===== src/rtl/urv_dm_wb_bridge.sv =====
// rtl/urv_dm_wb_bridge.sv - uRV data-memory port to Wishbone B4 pipelined single-beat master
// Adds a bus timeout and error reporting so a dead slave cannot stall the CPU writeback.
module urv_dm_wb_bridge #(
    parameter int unsigned g_timeout_cycles = 255,
    parameter logic [31:0] g_err_load_value = 32'h00000000
) (
    input  logic        clk_i,
    input  logic        rst_n_i,
    input  logic [31:0] dm_addr_i,
    input  logic [31:0] dm_data_s_i,
    input  logic [3:0]  dm_data_select_i,
    input  logic        dm_store_i,
    input  logic        dm_load_i,
    output logic [31:0] dm_data_l_o,
    output logic        dm_load_done_o,
    output logic        dm_store_done_o,
    output logic        wb_cyc_o,
    output logic        wb_stb_o,
    output logic        wb_we_o,
    output logic [31:0] wb_adr_o,
    output logic [3:0]  wb_sel_o,
    output logic [31:0] wb_dat_o,
    input  logic [31:0] wb_dat_i,
    input  logic        wb_ack_i,
    input  logic        wb_err_i,
    input  logic        wb_stall_i,
    output logic        bus_error_o,
    output logic        protocol_err_o
);

    localparam int unsigned CNT_W = (g_timeout_cycles > 0) ? $clog2(g_timeout_cycles + 1) : 1;
    localparam logic [CNT_W-1:0] CNT_MAX  = CNT_W'(g_timeout_cycles);
    localparam logic [CNT_W-1:0] CNT_LAST = CNT_W'((g_timeout_cycles > 0) ? g_timeout_cycles - 1 : 0);

    typedef enum logic [1:0] {
        S_IDLE,
        S_REQ,
        S_WAIT_ACK
    } state_t;

    state_t           state_q, state_d;
    logic [CNT_W-1:0] cnt_q, cnt_d;
    logic             cyc_q, cyc_d;
    logic             stb_q, stb_d;
    logic             we_q, we_d;
    logic [31:0]      adr_q, adr_d;
    logic [3:0]       sel_q, sel_d;
    logic [31:0]      dat_q, dat_d;
    logic [31:0]      dl_q, dl_d;
    logic             ld_q, ld_d;
    logic             sd_q, sd_d;
    logic             be_q, be_d;
    logic             pe_q, pe_d;

    logic active;
    logic req_any;
    logic resp_ok;
    logic timeout_hit;
    logic fault;

    always_comb begin
        state_d = state_q;
        cnt_d   = cnt_q;
        cyc_d   = cyc_q;
        stb_d   = stb_q;
        we_d    = we_q;
        adr_d   = adr_q;
        sel_d   = sel_q;
        dat_d   = dat_q;
        dl_d    = dl_q;
        ld_d    = 1'b0;
        sd_d    = 1'b0;
        be_d    = 1'b0;
        pe_d    = 1'b0;
        fault   = 1'b0;

        active      = (state_q != S_IDLE);
        req_any     = dm_load_i | dm_store_i;
        // A response during REQ only counts in the cycle the slave accepts the strobe.
        resp_ok     = active && (wb_ack_i || wb_err_i) && ((state_q == S_WAIT_ACK) || !wb_stall_i);
        timeout_hit = active && (g_timeout_cycles != 0) && (cnt_q == CNT_LAST);

        case (state_q)
            S_IDLE: begin
                cnt_d = '0;
                if (dm_load_i && dm_store_i) begin
                    pe_d = 1'b1;
                end else if (req_any) begin
                    state_d = S_REQ;
                    cyc_d   = 1'b1;
                    stb_d   = 1'b1;
                    we_d    = dm_store_i;
                    adr_d   = dm_addr_i;
                    sel_d   = dm_data_select_i;
                    dat_d   = dm_data_s_i;
                end
            end
            S_REQ: begin
                pe_d = req_any;
                if (cnt_q != CNT_MAX) cnt_d = cnt_q + CNT_W'(1);
                if (!wb_stall_i) begin
                    stb_d   = 1'b0;
                    state_d = S_WAIT_ACK;
                end
            end
            S_WAIT_ACK: begin
                pe_d = req_any;
                if (cnt_q != CNT_MAX) cnt_d = cnt_q + CNT_W'(1);
            end
            default: state_d = S_IDLE;
        endcase

        // A real response beats a coincident timeout; ack together with err is an error.
        if (resp_ok || timeout_hit) begin
            fault   = !resp_ok || wb_err_i;
            state_d = S_IDLE;
            cyc_d   = 1'b0;
            stb_d   = 1'b0;
            ld_d    = !we_q;
            sd_d    = we_q;
            be_d    = fault;
            if (!we_q) dl_d = fault ? g_err_load_value : wb_dat_i;
        end
    end

    always_ff @(posedge clk_i or negedge rst_n_i) begin
        if (!rst_n_i) begin
            state_q <= S_IDLE;
            cnt_q   <= '0;
            cyc_q   <= 1'b0;
            stb_q   <= 1'b0;
            we_q    <= 1'b0;
            adr_q   <= '0;
            sel_q   <= '0;
            dat_q   <= '0;
            dl_q    <= '0;
            ld_q    <= 1'b0;
            sd_q    <= 1'b0;
            be_q    <= 1'b0;
            pe_q    <= 1'b0;
        end else begin
            state_q <= state_d;
            cnt_q   <= cnt_d;
            cyc_q   <= cyc_d;
            stb_q   <= stb_d;
            we_q    <= we_d;
            adr_q   <= adr_d;
            sel_q   <= sel_d;
            dat_q   <= dat_d;
            dl_q    <= dl_d;
            ld_q    <= ld_d;
            sd_q    <= sd_d;
            be_q    <= be_d;
            pe_q    <= pe_d;
        end
    end

    assign wb_cyc_o        = cyc_q;
    assign wb_stb_o        = stb_q;
    assign wb_we_o         = we_q;
    assign wb_adr_o        = adr_q;
    assign wb_sel_o        = sel_q;
    assign wb_dat_o        = dat_q;
    assign dm_data_l_o     = dl_q;
    assign dm_load_done_o  = ld_q;
    assign dm_store_done_o = sd_q;
    assign bus_error_o     = be_q;
    assign protocol_err_o  = pe_q;

endmodule


===== config.mk =====
export PLATFORM = sky130hd
export DESIGN_NAME = urv_dm_wb_bridge
export DESIGN_NICKNAME = d
export VERILOG_FILES = /design/src/rtl/urv_dm_wb_bridge.sv
export SDC_FILE = /design/constraint.sdc
export NUM_CORES = 1
export LEC_CHECK = 0
export ABC_AREA = 0
export CORE_UTILIZATION = 38
export DETAILED_ROUTE_END_ITERATION = 12
export PLACE_DENSITY_LB_ADDON = 0.15
export SLEW_MARGIN = 10
export SYNTH_ARGS = -nofsm -noshare
export SYNTH_HDL_FRONTEND = slang
export SYNTH_SLANG_ARGS = --single-unit

===== constraint.sdc =====
create_clock -name clk_i -period 1.87 [get_ports clk_i]
set_input_delay 0.2805 -clock clk_i [delete_from_list [all_inputs] [get_ports clk_i]]
set_output_delay 0.2805 -clock clk_i [all_outputs]
set_load 0.1 [all_outputs]

; ---- Yosys cells after proc, flatten, opt, wreduce, memory -nomap -nowiden
; Index checks and enable logic that the tools add are counted.
[classes]
n_addsub = 1
n_eq_ne = 10
mux = 20
bitwise = 3
reduce_logical = 24
[ops]
columns = cell, n
row1 = $mux W32, 1
row2 = $pmux W8 S2, 1
row3 = $mux W1, 10
row4 = $ne A3 B3 Y1 const B, 3
row5 = $add A8 B1 Y8 const B, 1
row6 = $eq A8 B8 Y1 const B, 1
row7 = $mux W2, 4
row8 = $mux W8, 1
row9 = $ne A8 B8 Y1 const B, 1
row10 = $reduce_and A4 Y1, 2
row11 = $reduce_bool A2 Y1, 4
row12 = $ne A2 B1 Y1 const B, 3
row13 = $pmux W2 S3, 1
row14 = $reduce_and A3 Y1, 2
row15 = $logic_and A1 B1 Y1, 4
row16 = $logic_or A1 B1 Y1, 4
row17 = $pmux W1 S2, 2
row18 = $reduce_and A2 Y1, 2
row19 = $logic_not A1 Y1, 3
row20 = $reduce_bool A3 Y1, 1
row21 = $eq A2 B1 Y1 const B, 1
row22 = $eq A2 B2 Y1 const B, 1
row23 = $logic_not A2 Y1, 1
row24 = $not A1 Y1, 2
row25 = other kinds (2), 2
[totals]
register_bits = 117
word_cells = 71

; ---- Depth between registers and ports, before layout
[depth]
ltp_word = 6
ltp_mapped = 9

; ---- Least setup slack after synthesis
; Ideal clock, no wire load.
[synth_path]
kind = register to register
startpoint = reg state_q[0]
endpoint = reg dl_q[14], in the netlist dm_data_l_o[14]
arrival_ns = 1.663
required_time_ns = 1.743
setup_slack_ns = 0.079
stages_incl_launch_ff = 9
path_buffers = 3
period_less_slack_ns = 1.791
path_cell_list = dfrtp_1 inv_1 ha_1 buf_4 o32a_4 buf_6 clkbuf_1 o21ai_0 o21ai_1
[synth_between]
elab_chain_len = 6
elab_cells_between_ends = 11
cone_classes = eq/ne: 1 / mux: 1 / reduce/logical: 9
[synth_lines]
columns = element, line
row1 = "start, declared", 41  ; state_t state_q, state_d;
row2 = "start signal, assigned", 142  ; state_q <= state_d;
row3 = $eq A2 B2 Y1 / $reduce_bool A2 Y1 (equally long branches), "80, 77"
row4 = $logic_or A1 B1 Y1 / $logic_and A1 B1 Y1 (equally long branches), 80  ; resp_ok = active && (wb_ack_i || wb_err_i) && ((state_q == S_WAIT_ACK) || !wb_stall_i);
row5 = $logic_and A1 B1 Y1, 80
row6 = $logic_not A1 Y1, 115  ; fault = !resp_ok || wb_err_i;
row7 = $logic_or A1 B1 Y1, 115
row8 = $mux W32, 122  ; if (!we_q) dl_d = fault ? g_err_load_value : wb_dat_i;
row9 = "end signal, assigned", 150  ; dl_q <= dl_d;
row10 = "end, declared", 49  ; logic [31:0] dl_q, dl_d;
; Parallel ways exist; a longest one is shown, timed or not.
; A chain may end at the register's enable or synchronous reset.

; ---- Worst setup path after layout
[layout_path]
startpoint = reg state_q[1]
endpoint = reg dl_q[31], in the netlist dm_data_l_o[31]
; The elaborated chain is that of the path after synthesis.

==> results.json <==
{
  "outcome": "complete, no violations",
  "start_util_pct": 39.6,
  "synth_async_sr_flop_share_pct": 100,
  "synthXorXnorAreaFrac_pct": 0.364,
  "drc": 0,
  "endpoint": "dm_data_l_o[31]$_DFFE_PN0P_",
  "cp_cell_sequence": "inv_1, ha_2, nand4b_1, o32a_4, or2_4, o21ai_0",
  "tightest_slew_ps": 435,
  "die-area_um2": 13100,
  "ff2ff_path_depth": 6,
  "cp-startpoint": "state_q[1]$_DFFE_PN0P_",
  "finalWorstSetupSlack_ps": 66.9,
  "grt_pass1_wl_mm": 19.5,
  "grt_pass1_vias": 3892,
  "ant_nets": 0,
  "vias": 3848,
  "crit_buf_inv": 1,
  "finalCritPeriodShare_pct": 96.4,
  "viasPerCell": 4.86,
  "grt_usage_pct": 19.7,
  "post-place-ws_ps": -140,
  "slowest_stage": "dfrtp_1",
  "grt_overflow": 0,
  "maxSlewViolCount": 0,
  "synth_ff_type": "dfrtp_1",
  "cts_setup_buffers": 0,
  "dp_cells": 758,
  "core_area_um2": 12200,
  "n_antenna_cell": 0,
  "clk_pin_slew_ps": 50,
  "synthesis.yosys.warnings": 0,
  "synth_area_leaders": "dfrtp_1 (61%), mux2_2 (16%), o21ai_0 (4.1%)",
  "reg2reg_slack_ps": 70,
  "crit_required_ps": 2190,
  "worst_setup_path_start_kind": "flip-flop",
  "synth.mux.area_fraction_pct": 15.9,
  "stdcell_count": 791,
  "syn_area_um2": 4810,
  "io_buffer_count": 213,
  "die_h_um": 115,
  "crit_cells": 6,
  "synth_top_area_cell": "dfrtp_1",
  "worstSetupPathType": "reg -> reg",
  "hp-class": "in -> async",
  "clockBufferDepth": 2,
  "avgSynthCellArea_um2": 12.6,
  "antenna_found_initial": 0,
  "synth_edf_count": 0,
  "cts_root_buffer": "clkbuf_16",
  "ys_seq_elements": 117,
  "ys_seq_area_share_pct": 60.9,
  "post-dp-hpwl_mm": 8.82,
  "utilization_pct": 63.1,
  "cts_tree": "built",
  "synth_cell_types": 38,
  "clock_latency_ps": 410,
  "core.rowCount": 40,
  "synth-simple-area-share_pct": 6.37,
  "rsz0062_at_grt": "true",
  "htreeDepth": 4,
  "synth_top_family_by_area": "multiplexers",
  "worst_clock_skew_ps": 6.47,
  "synth_compound_area_share_pct": 11.2,
  "synthesis.nets": 497,
  "crit_family": "simple AND/OR/NAND/NOR gates",
  "avgRoutedWirePerCell_um": 15.6,
  "r2r_start": "state_q[1]$_DFFE_PN0P_",
  "r2r-end": "dm_data_l_o[31]$_DFFE_PN0P_",
  "slew_headroom_pct": 71.0,
  "yosys.area_share.adder_pct": 2.08,
  "drt_iter0_drc": 139,
  "fin_nets": 725,
  "setup_viol": 0,
  "clkSinkCount": 117,
  "cpPeakStageDelay_ps": 380,
  "grt_start_max_net_pins": 45,
  "synth_top_area_share_pct": 60.9,
  "drv_cap": 0,
  "postSynthCellCount": 382,
  "arrival_ps": 2130,
  "io_pins": 214,
  "layout_min_cycle_time_ps": 1800,
  "path_max_fanout": 33,
  "gp_congestion": 0.753,
  "syn_to_final_growth_pct": 59.5,
  "firstDrtPassIters": 4,
  "drt-total-wl_mm": 12.4,
  "die_x_um": 115,
  "critPathCaptureType": "flip-flop",
  "post_route_cells_drive_above_1_share_pct": 38.0,
  "finalHoldViolCount": 0,
  "cts_buffers": 17,
  "fmax_mhz": 555
}
cell families after synthesis:
kind of cell    after synthesis
compound gates               93
xor+xnor                      2
fa+ha+maj                     8
buf+inv                      30
flops                       117
mux                          68
simple gates                 64
state kept, by name, indices dropped and copies added, names as in the netlist:
name             count
bus_error_o          1
cnt_q                8
dm_data_l_o         32
dm_load_done_o       1
dm_store_done_o      1
protocol_err_o       1
state_q              2
wb_adr_o            32
wb_cyc_o             1
wb_dat_o            32
wb_sel_o             4
wb_stb_o             1
wb_we_o              1
per-layer routing:
metal  track usage (%)  wire length (um)
met1              23.1              4920
met2              31.0              5960
met3              8.36              1180
met4              9.96               316
met5                 0                 0
cell usage after synthesis, drive strengths merged (2+ instances only):
cell and instances:
buf 12, o31ai 3, a21o 2, nor2b 3, nand4 2, a22o 4, nand2 40, mux2 68
a31oi 2, o21ai 68, clkbuf 10, ha 8, a32o 2, a21oi 7, nor3 2, nand2b 2
inv 8, nor2 7, dfrtp 117, or2 3
placed cells by master (no fill, tap or decap), types with 2 or more instances in the layout:
cell	netlist	final
clkbuf_16	0	17
nand2_1	40	39
a22o_1	4	4
clkdlybuf4s50_1	0	105
clkbuf_1	10	2
buf_12	0	6
ha_1	8	6
ha_2	0	2
o21ai_1	29	27
o31ai_1	3	3
a21o_1	2	2
nor2b_1	2	2
dfrtp_1	117	116
bufinv_16	0	6
o21ai_0	39	38
nand4_1	2	2
clkbuf_8	0	4
a32o_1	2	2
or2_2	2	2
o21ai_2	0	3
nor2_1	6	6
inv_1	8	8
nor3_1	2	2
mux2_2	68	68
buf_4	1	119
a31oi_1	2	2
a21oi_1	7	7
nand2b_1	2	2
clkinv_2	0	3
metrics by stage:
stage               area (um2)  hold slack, ps  setup TNS [ps]
global route              7670             390           -57.4
floorplan                 4810           -15.1               0
CTS                       7650             349               0
global placement          6950             248           -7320
detailed placement        6950             253           -7440
finish                    7670             353               0
area by class of cell:
cell class,count,area [um2]
Clock buffer,23,488
Clock inverter,9,195
Fill cell,984,4490
Inverter,8,30.0
Multi-Input combinational cell,235,1750
Sequential cell,117,2930
Tap cell,168,210
Timing Repair Buffer,231,2070
how the worst min path moves through the flow:
stage	slack [ps]	from	end	cells after the start
global route	390	rst_n_i	dm_data_l_o[11]$_DFFE_PN0P_	2
global placement	250	rst_n_i	dm_data_l_o[11]$_DFFE_PN0P_	1
floorplan	-20	rst_n_i	bus_error_o$_DFF_PN0_	0
CTS	350	rst_n_i	dm_data_l_o[9]$_DFFE_PN0P_	2
finish	350	rst_n_i	dm_data_l_o[8]$_DFFE_PN0P_	2
detailed placement	250	rst_n_i	dm_data_l_o[11]$_DFFE_PN0P_	1
repair_timing:
item	in CTS	in global routing
hold buffers	1	0
endpoints found under the hold margin	29	0
resized for setup	3	7
endpoints found under the setup margin	4	5
Power is not shown: default switching activity piles up to over one toggle a cycle in this logic, so the estimate is an artifact.
